==> src/rtl/i2c_pkg.sv <==
// Shared types for the I2C register sequencer: response status codes,
// sequencer states and the R/W bit values placed in the address byte.
package i2c_pkg;

  typedef enum logic [2:0] {
    OK        = 3'd0,
    ADDR_NACK = 3'd1,
    DATA_NACK = 3'd2,
    ARB_LOST  = 3'd3,
    TIMEOUT   = 3'd4
  } i2c_status_t;

  typedef enum logic [2:0] {
    IDLE   = 3'd0,
    REG_HI = 3'd1,
    REG_LO = 3'd2,
    WDATA  = 3'd3,
    RDATA  = 3'd4,
    DONE   = 3'd5
  } seq_state_t;

  localparam logic RW_WRITE = 1'b0;
  localparam logic RW_READ  = 1'b1;

endpackage

==> src/rtl/i2c_watchdog.sv <==
// Watchdog down-counter. It reloads on clear, decrements while enabled and
// holds at zero; expired is raised while the count sits at zero, which
// happens CYCLES-1 enabled cycles after the last clear.
module i2c_watchdog #(
  parameter int CYCLES = 1000000
) (
  input  logic clk_in,
  input  logic reset,
  input  logic clear,
  input  logic enable,
  output logic expired
);

  localparam int W = (CYCLES > 1) ? $clog2(CYCLES) : 1;
  localparam logic [W-1:0] LOAD = W'(CYCLES - 1);

  logic [W-1:0] count;

  // Reload on clear, otherwise count down towards zero while enabled.
  always_ff @(posedge clk_in or posedge reset) begin
    if (reset) begin
      count <= LOAD;
    end else if (clear) begin
      count <= LOAD;
    end else if (enable && (count != '0)) begin
      count <= count - 1'b1;
    end
  end

  assign expired = (count == '0);

endmodule

==> src/rtl/i2c_reg_sequencer.sv <==
// Register-access front end for the I2C master: expands one register
// read/write request into device-address, pointer and data bytes, and
// returns a single response with read data and a status code.
module i2c_reg_sequencer
  import i2c_pkg::*;
#(
  parameter int REG_ADDR_BYTES = 1,
  parameter int TIMEOUT_CYCLES = 1000000
) (
  input  logic        clk_in,
  input  logic        reset,
  input  logic        req_valid,
  output logic        req_ready,
  input  logic        req_read,
  input  logic [6:0]  req_dev,
  input  logic [15:0] req_reg,
  input  logic [7:0]  req_wdata,
  output logic        rsp_valid,
  output logic [7:0]  rsp_rdata,
  output logic [2:0]  rsp_status,
  output logic [7:0]  m_address,
  output logic        m_transfer_start,
  output logic        m_transfer_continues,
  output logic [7:0]  m_data_tx,
  input  logic        m_transfer_ready,
  input  logic        m_interrupt,
  input  logic        m_transaction_complete,
  input  logic        m_nack,
  input  logic        m_address_err,
  input  logic        m_arbitration_err,
  input  logic [7:0]  m_data_rx
);

  seq_state_t  state, state_next;
  i2c_status_t status_q, status_next;
  logic [7:0]  rdata_q, rdata_next;
  logic        first_q, first_next;
  logic        read_q;
  logic [6:0]  dev_q;
  logic [15:0] reg_q;
  logic [7:0]  wdata_q;
  logic        wd_clear, wd_enable, wd_expired;
  logic        accept;
  logic        unused_inputs;

  // The master's byte-ready flag carries no information this sequencer needs.
  assign unused_inputs = &{1'b0, m_transfer_ready};

  assign accept = (state == IDLE) && req_valid;

  i2c_watchdog #(.CYCLES(TIMEOUT_CYCLES)) u_watchdog (
    .clk_in  (clk_in),
    .reset   (reset),
    .clear   (wd_clear),
    .enable  (wd_enable),
    .expired (wd_expired)
  );

  // State, response and first-byte START tracking registers.
  always_ff @(posedge clk_in or posedge reset) begin
    if (reset) begin
      state    <= IDLE;
      status_q <= OK;
      rdata_q  <= 8'h00;
      first_q  <= 1'b0;
    end else begin
      state    <= state_next;
      status_q <= status_next;
      rdata_q  <= rdata_next;
      first_q  <= first_next;
    end
  end

  // Capture the request fields on the accept cycle; held for the whole transaction.
  always_ff @(posedge clk_in or posedge reset) begin
    if (reset) begin
      read_q  <= RW_WRITE;
      dev_q   <= 7'h00;
      reg_q   <= 16'h0000;
      wdata_q <= 8'h00;
    end else if (accept) begin
      read_q  <= req_read;
      dev_q   <= req_dev;
      reg_q   <= req_reg;
      wdata_q <= req_wdata;
    end
  end

  // Next-state logic: advance on clean byte completion, abort on errors or watchdog.
  always_comb begin
    state_next  = state;
    status_next = status_q;
    rdata_next  = rdata_q;
    first_next  = first_q;
    wd_clear    = 1'b0;
    wd_enable   = 1'b0;
    case (state)
      IDLE: begin
        if (req_valid) begin
          state_next  = (REG_ADDR_BYTES == 2) ? REG_HI : REG_LO;
          status_next = OK;
          rdata_next  = 8'h00;
          first_next  = 1'b1;
          wd_clear    = 1'b1;
        end
      end
      REG_HI, REG_LO, WDATA, RDATA: begin
        wd_enable = 1'b1;
        if (m_interrupt) begin
          wd_clear   = 1'b1;
          first_next = 1'b0;
          if (m_arbitration_err) begin
            state_next  = DONE;
            status_next = ARB_LOST;
            rdata_next  = 8'h00;
          end else if (m_address_err) begin
            state_next  = DONE;
            status_next = ADDR_NACK;
            rdata_next  = 8'h00;
          end else if (m_transaction_complete && m_nack && (state != RDATA)) begin
            state_next  = DONE;
            status_next = DATA_NACK;
            rdata_next  = 8'h00;
          end else if (m_transaction_complete) begin
            case (state)
              REG_HI:  state_next = REG_LO;
              REG_LO:  state_next = (read_q == RW_READ) ? RDATA : WDATA;
              RDATA: begin
                rdata_next = m_data_rx;
                state_next = DONE;
              end
              default: state_next = DONE;
            endcase
          end
        end else if (wd_expired) begin
          state_next  = DONE;
          status_next = TIMEOUT;
          rdata_next  = 8'h00;
        end
      end
      DONE:    state_next = IDLE;
      default: state_next = IDLE;
    endcase
  end

  // Master-side byte presentation, derived purely from the current state.
  always_comb begin
    m_address            = 8'h00;
    m_data_tx            = 8'h00;
    m_transfer_continues = 1'b0;
    m_transfer_start     = 1'b0;
    case (state)
      REG_HI: begin
        m_address            = {dev_q, RW_WRITE};
        m_data_tx            = reg_q[15:8];
        m_transfer_continues = 1'b1;
        m_transfer_start     = first_q;
      end
      REG_LO: begin
        m_address            = {dev_q, RW_WRITE};
        m_data_tx            = reg_q[7:0];
        m_transfer_continues = (read_q == RW_WRITE);
        m_transfer_start     = first_q || (read_q == RW_READ);
      end
      WDATA: begin
        m_address        = {dev_q, RW_WRITE};
        m_data_tx        = wdata_q;
        m_transfer_start = first_q;
      end
      RDATA: begin
        m_address        = {dev_q, RW_READ};
        m_transfer_start = first_q;
      end
      default: ;
    endcase
  end

  assign req_ready  = (state == IDLE);
  assign rsp_valid  = (state == DONE);
  assign rsp_rdata  = rdata_q;
  assign rsp_status = status_q;

endmodule

==> config.mk <==
export PLATFORM = sky130hd
export DESIGN_NAME = i2c_reg_sequencer
export DESIGN_NICKNAME = d
export VERILOG_FILES = /design/src/rtl/i2c_pkg.sv /design/src/rtl/i2c_watchdog.sv /design/src/rtl/i2c_reg_sequencer.sv
export SDC_FILE = /design/constraint.sdc
export NUM_CORES = 1
export LEC_CHECK = 0
export ABC_AREA = 1
export CAP_MARGIN = 20
export CORE_ASPECT_RATIO = 1.25
export CORE_MARGIN = 2
export CORE_UTILIZATION = 54
export DETAILED_ROUTE_END_ITERATION = 12
export HOLD_SLACK_MARGIN = 0.15
export PLACE_DENSITY = 0.84
export SYNTH_ARGS = -nofsm -noshare
export SYNTH_HDL_FRONTEND = slang
export SYNTH_SLANG_ARGS = --single-unit
==> constraint.sdc <==
create_clock -name clk_in -period 3.15 [get_ports clk_in]
set_clock_uncertainty 0.1 [all_clocks]
set_input_delay 0.315 -clock clk_in [delete_from_list [all_inputs] [get_ports clk_in]]
set_output_delay 0.315 -clock clk_in [all_outputs]
set_load 0.03 [all_outputs]
Word-level counts from Yosys, hierarchy flattened
Index checks and enable logic that the tools add are counted.
{"block": "totals", "ff_bits": 67, "latchBits": 0, "ram_bits": 0, "romBits": 0, "input_bits": 49, "output_inout_bits": 31, "wordCells": 79, "memories": 0}
{"block": "op_classes", "add_sub_neg": 1, "mul": 0, "n_div": 0, "magnitude_cmp": 0, "n_eq_ne": 12, "n_shift": 0, "n_mux": 39, "n_bitwise": 1, "n_reduce_logical": 17}
{"cell": "$mux W8", "count": 8}
{"cell": "$mux W3", "count": 14}
{"cell": "$mux W20", "count": 2}
{"cell": "$pmux W8 S2", "count": 2}
{"cell": "$pmux W8 S3", "count": 1}
{"cell": "$logic_not A20 Y1", "count": 1}
{"cell": "$reduce_bool A20 Y1", "count": 1}
{"cell": "$sub A20 B1 Y20 const B", "count": 1}
{"cell": "$pmux W3 S2", "count": 3}
{"cell": "$ne A6 B6 Y1 const B", "count": 2}
{"cell": "$pmux W1 S2", "count": 4}
{"cell": "$eq A3 B2 Y1 const B", "count": 2}
{"cell": "$eq A3 B3 Y1 const B", "count": 2}
{"cell": "$reduce_and A3 Y1", "count": 2}
{"cell": "$reduce_or A3 Y1", "count": 2}
{"cell": "$mux W1", "count": 5}
{"cell": "$ne A5 B5 Y1 const B", "count": 1}
{"cell": "$reduce_and A5 Y1", "count": 1}
{"cell": "$logic_and A1 B1 Y1", "count": 4}
{"cell": "$ne A2 B2 Y1 const B", "count": 2}
{"cell": "$reduce_and A4 Y1", "count": 1}
{"cell": "$reduce_bool A2 Y1", "count": 2}
{"cell": "$reduce_or A4 Y1", "count": 1}
{"cell": "$eq A3 B1 Y1 const B", "count": 1}
{"cell": "other kinds (5)", "count": 5}

Longest topological paths before layout
Gate-level depths: netlist of run 1.
{"block": "depth", "ltp_word": 8, "depth_mapped": 11, "mapped_depth_nobuf": 11}

By module
A second synthesis of run 1 with hierarchy kept.
{"block": "unflattened", "cells_unflattened": 500, "hier_area_um2": 3738.6}
{"mod": "i2c_reg_sequencer", "n_inst": 1, "cells_per_inst": 272, "area_each_um2": 2290.9, "seq_area_each_um2": 1176.1}
{"mod": "i2c_watchdog", "n_inst": 1, "cells_per_inst": 228, "area_each_um2": 1447.6, "seq_area_each_um2": 515.5}

Least setup slack after synthesis of run 1
OpenSTA, ideal clock, no wires.
{"block": "synth_path", "path_type": "flip-flop to output port", "from": "register state[2]", "to": "output port m_data_tx[0]", "arrival_time_ns": 1.451, "required_ns": 2.735, "path_slack_ns": 1.284, "stages_incl_launch_ff": 6, "path_cell_list": "dfrtp_1 -> inv_2 -> nand2_1 -> nor2_1 -> inv_1 -> o221ai_1"}
{"block": "synth_between", "elab_chain_cells": 2, "word_cells_on_any_way": 4, "classes_between": "eq/ne: 3; mux: 1"}
{"element": "start, declared", "line_no": "i2c_reg_sequencer.sv:34", "source": "seq_state_t state, state_next;"}
{"element": "start signal, assigned", "line_no": "i2c_reg_sequencer.sv:67", "source": "state <= state_next;"}
{"element": "$eq A3 B2 Y1 / $eq A3 B1 Y1 (equally long branches)", "line_no": "i2c_reg_sequencer.sv:152", "source": "case (state)"}
{"element": "$pmux W8 S3 (*)", "line_no": "i2c_reg_sequencer.sv:152"}
{"element": "end, declared", "line_no": "i2c_reg_sequencer.sv:24", "source": "output logic [7:0] m_data_tx,"}
Mark *: on every way between the ends. The rest lies on a longest branch, timed or not.

Final worst setup path of run 1
{"block": "layout_path", "from": "register state[2]", "to": "output port m_transfer_start"}
{"block": "layout_between", "elab_chain_cells": 3, "word_cells_on_any_way": 6, "classes_between": "eq/ne: 4; mux: 1; reduce/logical: 1"}
{"element": "$eq A3 B1 Y1, or another cell as far along", "line_no": "i2c_reg_sequencer.sv:152"}
{"element": "$reduce_or A3 Y1 (no line)"}
{"element": "$pmux W1 S2 (*)", "line_no": "i2c_reg_sequencer.sv:152"}
{"element": "end, declared", "line_no": "i2c_reg_sequencer.sv:22", "source": "output logic m_transfer_start,"}
Marks and branches as above.

==> results.txt, run 1 <==
----------------------------------------------------
[Outcome]
  Result of the run ... finished clean

[Route]
  Routed length per instance ... 12.9 um
  Number of design rule violations left after detail routing ... 0
  DRT iter0 DRCs ... 208
  Via count of the routed design ... 3322
  Number of nets with antenna violations after routing ... 0
  Number of iterations in the first detailed-routing pass ... 5
  Total Routed Length ... 8390 um
  Mean number of vias per cell ... 5.13

[Logic synthesis]
  Sequential area share after synthesis ... 47.6%
  Number of cells produced by synthesis ... 475
  Post-synthesis cell area ... 0.00356 mm^2
  Count of different cell masters after synthesis ... 30
  Async set-reset flop share out of synthesis ... 100%
  Post-Syn Nets ... 526
  Synthesis warning total ... 0
  Cells taking the most area after synthesis ... dfrtp_1, nand2_1, dfstp_2
  Post-synthesis register bit count ... 67
  Post-synth top flop ... dfrtp_1
  EDFF count, synth ... 0
  Area share of the largest cell type after synthesis ... 38.7%
  Average cell area after synthesis ... 7.49 um^2
  Largest area contributor in the netlist ... dfrtp_1

[Clock network]
  CTS Root Buffer Type ... clkbuf_8
  Maximum clock path buffer count ... 2
  Clock-pin slew reported for the worst setup and hold paths after clock tree synthesis ... 0.08 ns
  CTS buffer count ... 9
  Clock tree from TritonCTS ... yes
  CTS Hold Bufs ... 0
  Clock latency on the worst-skew pair ... 0.34 ns
  Count of H-tree levels built during CTS ... 3
  Buffers inserted during post-CTS setup optimization ... 0
  Clock sink count ... 67
  CTS resizes ... 0

[Finish]
  Layout Area Growth over Synthesis ... 29.7%
  Summed area of non-filler cells in the final layout ... 0.00461 mm^2
  Number of diodes ... 0
  Number of nets at the end of the flow ... 607
  Count of filler cells inserted in the layout ... 534
  Share of layout cells above drive strength 1 ... 8.91%

[Floorplan]
  Placeable core region ... 0.00648 mm^2
  Std-Cell Rows ... 33
  Area enclosed by the die boundary ... 0.00726 mm^2
  Floorplan die width ... 76.6 um
  Initial core utilization ... 54.9%
  Count of boundary I/O pins ... 80
  Vert. Die Dim ... 94.7 um

[Place]
  DPL Wire Length ... 6210 um
  Worst-case setup slack after placement ... 0.710 ns
  Total cell area at the placement stage ... 0.00441 mm^2
  Number of input and output port buffers inserted ... 78
  Routability cong. ... 0.900

[STA]
  Unrepaired setup endpoints after global routing ... no
  Time the final worst path needs with I/O delays and setup ... 2.83 ns
  Actual transition at the worst max-transition pin ... 0.677 ns
  Period utilization ... 90.0%
  Hold Vio Cnt, Final ... 0
  Timing-limited maximum frequency ... 353 MHz
  Max_slew headroom ... 54.8%
  Final setup fails ... 0
  Final-layout setup total negative slack ... 0 ns
  Final worst setup slack ... 0.316 ns
  Slew Limit Fails ... 0

[Setup path]
  Endpoint of the worst-slack reg-to-reg timing path ... u_watchdog.count[16]
  CP max FO ... 8
  Slowest-stage cell, CP ... clkdlybuf4s50_1
  Gate family responsible for the most delay along the worst path ... buffers and inverters
  Worst Path Arrival ... 2.42 ns
  Critical path type ... register to output port
  Buffering stage count on the worst path with inverters included ... 4
  Crit path capture type ... output port
  Startpoint of the most critical register-to-register path ... state[0]
  Number of cells traversed by the worst register-to-register path ... 9
  CP Launch Type ... register
  Ordered cell list for the critical path ... inv_2, nand2_1, nor2_1, inv_1, o21ai_0, nand2_1, inv_1, clkdlybuf4s50_1
  Worst stage delay on the critical path ... 0.66 ns
  Req. time, crit path ... 2.73 ns
  Worst reg2reg setup slack ... 0.84 ns

[Power and ir drop]
  Max VDD drop ... 0.000778 V
  Static leakage power ... 2.23 nW
  Pwr dens ... 891 mW/mm^2
  Total power after layout ... 4.11 mW

[Global routing]
  Antenna violations before repair ... 0
  Grt total ovfl ... 0
  Pin count of the biggest net entering global routing ... 54
  Global-route wire length before repair ... 14200 um
  Vias in the first global route ... 3327
  GRT Total Usage ... 24.6%

[Run]
  Reported max-cap violation count ... 0

[Worst hold path]
  Path class of the lowest-slack min-delay path ... input pin to asynchronous set/reset pin

----------------------------------------------------
stage by stage:
step / std cells / utilization (%) / hold slack [ns]
after floorplan: 475 / - / 0.332
after global placement: 632 / 68.1 / 0.355
after detailed placement: 632 / 68.1 / 0.359
after CTS: 648 / 71.2 / 0.321
after global routing: 648 / 71.2 / 0.354
final: 648 / 71.2 / 0.303
synth_stat cells, types with 6 or more instances:
library cell / number
dfstp_2: 12
dfrtp_1: 55
nand3_1: 25
nand4_1: 12
inv_1: 56
nor2_1: 51
o21ai_1: 8
xor2_1: 8
o21ai_0: 28
nand3b_1: 6
nand2_1: 167
o221ai_1: 6
cells by family (layout without fill, tap and decap cells):
logic type,after synthesis,after routing,share of synthesized area [%]
AOI/OAI and AO/OA,46,46,7.32
adders and majority gates,2,2,0.703
xor gates and xnor gates,10,10,2.46
buffers and inverters,71,157,8.05
and+or+nand+nor,279,279,33.9
DFF,67,67,47.6
flip-flops by register name, summed over array words and instances, names as in the netlist:
register and flops:
rsp_status 3, u_watchdog.count 20, read_q 1, first_q 1, dev_q 7, wdata_q 8
rsp_rdata 8, state 3, reg_q 16
layer usage:
metal  wire length [um]  global-route usage, %  vias up
li1                   -                      -     1653
met1               3490                   28.6     1568
met2               4410                   44.0       85
met3                308                   4.02       16
met4                178                   12.9        0
met5                  0                      0        -
worst max path at each step:
stage              from                to  slack [ns]  cells past startpoint
2_1_floorplan     reset          dev_q[0]        1.07                      1
3_3_place_gp   state[2]  m_transfer_start        0.73                      8
3_5_place_dp   state[2]  m_transfer_start        0.71                      8
4_1_cts        state[2]  m_transfer_start        0.32                      8
5_1_grt        state[2]  m_transfer_start        0.15                      8
6_report       state[2]  m_transfer_start        0.32                      8
cell type report:
| class | instances | area [um^2] | area share (%) |
|---|---|---|---|
| flip-flops and latches | 67 | 1690 | 36.7 |
| multi-input cells | 337 | 1580 | 34.3 |
| repair buffers | 81 | 803 | 17.4 |
| inverters | 60 | 225 | 4.88 |
| clock buffers | 9 | 124 | 2.68 |
| well taps | 87 | 109 | 2.36 |
| clock inverters | 7 | 77.6 | 1.68 |
cells in the final DEF (no fill, tap or decap), types with 2 or more instances in the layout:
cell,count
nand2_1,167
clkdlybuf4s50_1,78
inv_1,55
dfrtp_1,55
nor2_1,51
o21ai_0,28
nand3_1,25
nand4_1,12
dfstp_2,12
clkbuf_8,9
o21ai_1,8
xor2_1,8
nand3b_1,6
o221ai_1,6
inv_2,5
nor2_4,4
nand2_2,4
nor3_1,4
nor2_2,3
clkinv_4,3
buf_4,3
xnor2_1,2
ha_1,2
where the power goes:
part	internal (mW)	total, mW	leakage [nW]	switching (mW)
registers	1.18	1.34	0.834	0.152
clock network	0.371	0.719	0.0998	0.349
logic	0.682	2.05	1.30	1.37
Power figures use the tool's default switching activity.
==> run 2: changes to the inputs <==
- TNS_END_PERCENT: default -> 100
==> results of run 2 <==
Same layout as run 1: the final DEF is identical, and so are final timing and power.
==> run 3: changes to the inputs <==
- ABC_AREA: 1 -> default
==> results.txt, run 3 <==
----------------------------------------------------
[Finish]
  Number of nets at the end of the flow ... 457
  Most frequent cells in the layout ... clkdlybuf4s50_1, dfrtp_1, mux2_2
  Summed area of non-filler cells in the final layout ... 0.00455 mm^2
  Max reg flops ... 20
  Multi-input combinational cell area ... 0.00166 mm^2
  Most frequent standard cell in the layout excluding fill and tap cells ... clkdlybuf4s50_1
  Number of diodes ... 0
  Share of layout cells above drive strength 1 ... 21.4%
  Layout Area Growth over Synthesis ... 30.0%
  Count of filler cells inserted in the layout ... 435
  Area used by sequential logic in the layout ... 0.00169 mm^2
  Registers with the most flip-flops ... u_watchdog.count x20, reg_q x16
  Register with the most flip-flops ... u_watchdog.count

[STA]
  Slew Limit Fails ... 0
  Time the final worst path needs with I/O delays and setup ... 2.83 ns
  Final setup fails ... 0
  Timing-limited maximum frequency ... 353 MHz
  Final-layout setup total negative slack ... 0 ns
  Max_slew headroom ... 35.4%
  Period utilization ... 89.9%
  Hold Vio Cnt, Final ... 0
  Actual transition at the worst max-transition pin ... 0.969 ns
  Unrepaired setup endpoints after global routing ... no

[Clock network]
  Clock-pin slew reported for the worst setup and hold paths after clock tree synthesis ... 0.07 ns
  CTS Hold Bufs ... 0
  Maximum clock path buffer count ... 2
  Clock tree from TritonCTS ... yes
  Buffers inserted during post-CTS setup optimization ... 0
  CTS buffer count ... 9
  Count of H-tree levels built during CTS ... 3
  Clock sink count ... 67
  CTS Root Buffer Type ... clkbuf_8
  Clock latency on the worst-skew pair ... 0.35 ns
  CTS resizes ... 0

[Setup path]
  Crit path capture type ... output port
  Worst stage delay on the critical path ... 0.71 ns
  Ordered cell list for the critical path ... buf_4, nor2b_1, buf_4, a22oi_1, nor2_1, clkdlybuf4s50_1
  Worst Path Arrival ... 2.42 ns
  Worst reg2reg setup slack ... 0.54 ns
  CP Launch Type ... register
  Slowest-stage cell, CP ... clkdlybuf4s50_1
  Number of cells traversed by the worst register-to-register path ... 7
  Cell with the most instances on the worst path ... buf_4
  CP max FO ... 10
  Startpoint of the most critical register-to-register path ... u_watchdog.count[0]
  Req. time, crit path ... 2.73 ns
  Endpoint of the worst-slack reg-to-reg timing path ... rsp_rdata[6]
  Critical path type ... register to output port

[Logic synthesis]
  Post-synthesis register bit count ... 67
  Largest area contributor in the netlist ... dfrtp_1
  Synthesis warning total ... 0
  List of most frequent post-synthesis cells ... dfrtp_1, mux2_2, nor2_1
  Post-synth top flop ... dfrtp_1
  EDFF count, synth ... 0
  Area share of the largest cell type after synthesis ... 39.4%
  Count of different cell masters after synthesis ... 53
  Dominant cell by count in the synthesized netlist ... dfrtp_1
  Number of cells produced by synthesis ... 327
  Average cell area after synthesis ... 10.7 um^2
  Post-synthesis cell area ... 0.00350 mm^2
  Sequential area share after synthesis ... 48.4%
  Cells taking the most area after synthesis ... dfrtp_1, mux2_2, dfstp_2
  Async set-reset flop share out of synthesis ... 100%
  Post-Syn Nets ... 378

[Global routing]
  GRT Total Usage ... 23.8%
  Pin count of the biggest net entering global routing ... 38
  Global-route wire length before repair ... 13500 um
  Grt total ovfl ... 0
  Vias in the first global route ... 2847
  Met2 capacity usage during global routing ... 41.7%
  Layer with the highest usage after global routing ... met2
  Antenna violations before repair ... 0
  Met3 track demand over resource in global routing ... 5.10%
  Met1 capacity usage during global routing ... 28.2%

[Place]
  Total cell area at the placement stage ... 0.00437 mm^2
  Routability cong. ... 0.937
  Number of input and output port buffers inserted ... 78
  DPL Wire Length ... 5750 um

[Floorplan]
  Initial core utilization ... 56.4%
  Std-Cell Rows ... 32
  Floorplan die width ... 76.0 um
  Area enclosed by the die boundary ... 0.00714 mm^2
  Placeable core region ... 0.00621 mm^2
  Vert. Die Dim ... 94.0 um
  Count of boundary I/O pins ... 80

[Power and ir drop]
  Pwr dens ... 895 mW/mm^2
  Max VDD drop ... 0.000918 V
  Static leakage power ... 1.85 nW

[Run]
  Reported max-cap violation count ... 0

[Route]
  Via count of the routed design ... 2754
  Mean number of vias per cell ... 5.55
  Number of nets with antenna violations after routing ... 0
  Routed length per instance ... 15.7 um
  Number of iterations in the first detailed-routing pass ... 4
  Number of design rule violations left after detail routing ... 0
  DRT iter0 DRCs ... 137
  Total Routed Length ... 7800 um

[Worst hold path]
  Path class of the lowest-slack min-delay path ... input pin to asynchronous set/reset pin

[Outcome]
  Result of the run ... finished clean

----------------------------------------------------
run 3: area by class of cell:
class	instances	area share, %
clock inverters	2	0.220
inverters	16	1.35
multi-input cells	226	36.5
well taps	85	2.34
repair buffers	86	18.8
clock buffers	14	3.58
flip-flops and latches	67	37.2
run 3: worst max-delay path by stage:
stage	start	to	slack (ns)
final	state[0]	m_data_tx[2]	0.32
after global routing	state[0]	m_data_tx[2]	0.17
after CTS	state[0]	m_data_tx[2]	0.30
after detailed placement	u_watchdog.count[0]	rsp_rdata[6]	0.56
after global placement	u_watchdog.count[0]	rsp_rdata[3]	0.61
after floorplan	u_watchdog.count[0]	rsp_rdata[0]	0.95
run 3: kinds of logic (layout without fill, tap and decap cells):
logic type                 Yosys count  after routing  synth area share, %
and+or+nand+nor                    110            110                 16.5
DFF                                 67             67                 48.4
muxes                               51             51                 16.1
AOI/OAI and AO/OA                   46             46                 9.95
buffers and inverters               34            118                 4.15
xor gates and xnor gates            17             17                 4.26
adders and majority gates            2              2                0.715
run 3: where the power goes:
group | total, mW | internal, mW | switching [mW]
clock | 0.636 | 0.327 | 0.309
sequential | 1.36 | 1.16 | 0.198
combinational | 2.08 | 0.978 | 1.10
run 3: critical path: cells and delay by family, from the launching register on:
family	cells	cell delay [ns]
buffers and inverters	3	1.14
flip-flops	1	0.52
AND/OR/NAND/NOR	2	0.32
AO/OA/AOI/OAI	1	0.09
run 3: stage by stage:
step	hold slack (ns)	setup slack [ns]	total power [mW]	util, %	std cells
floorplan	0.352	0.951	2.77	-	327
global placement	0.377	0.610	3.39	70.5	480
detailed placement	0.381	0.560	3.44	70.5	480
CTS	0.298	0.296	4.09	73.2	496
global route	0.359	0.168	4.31	73.2	496
finish	0.281	0.318	4.07	73.2	496
run 3: metal layers:
| layer | routed length (um) | share of wire (%) |
|---|---|---|
| met5 | 0 | 0 |
| met4 | 159 | 2.0 |
| met2 | 3990 | 51 |
| met1 | 3190 | 41 |
| met3 | 449 | 5.8 |
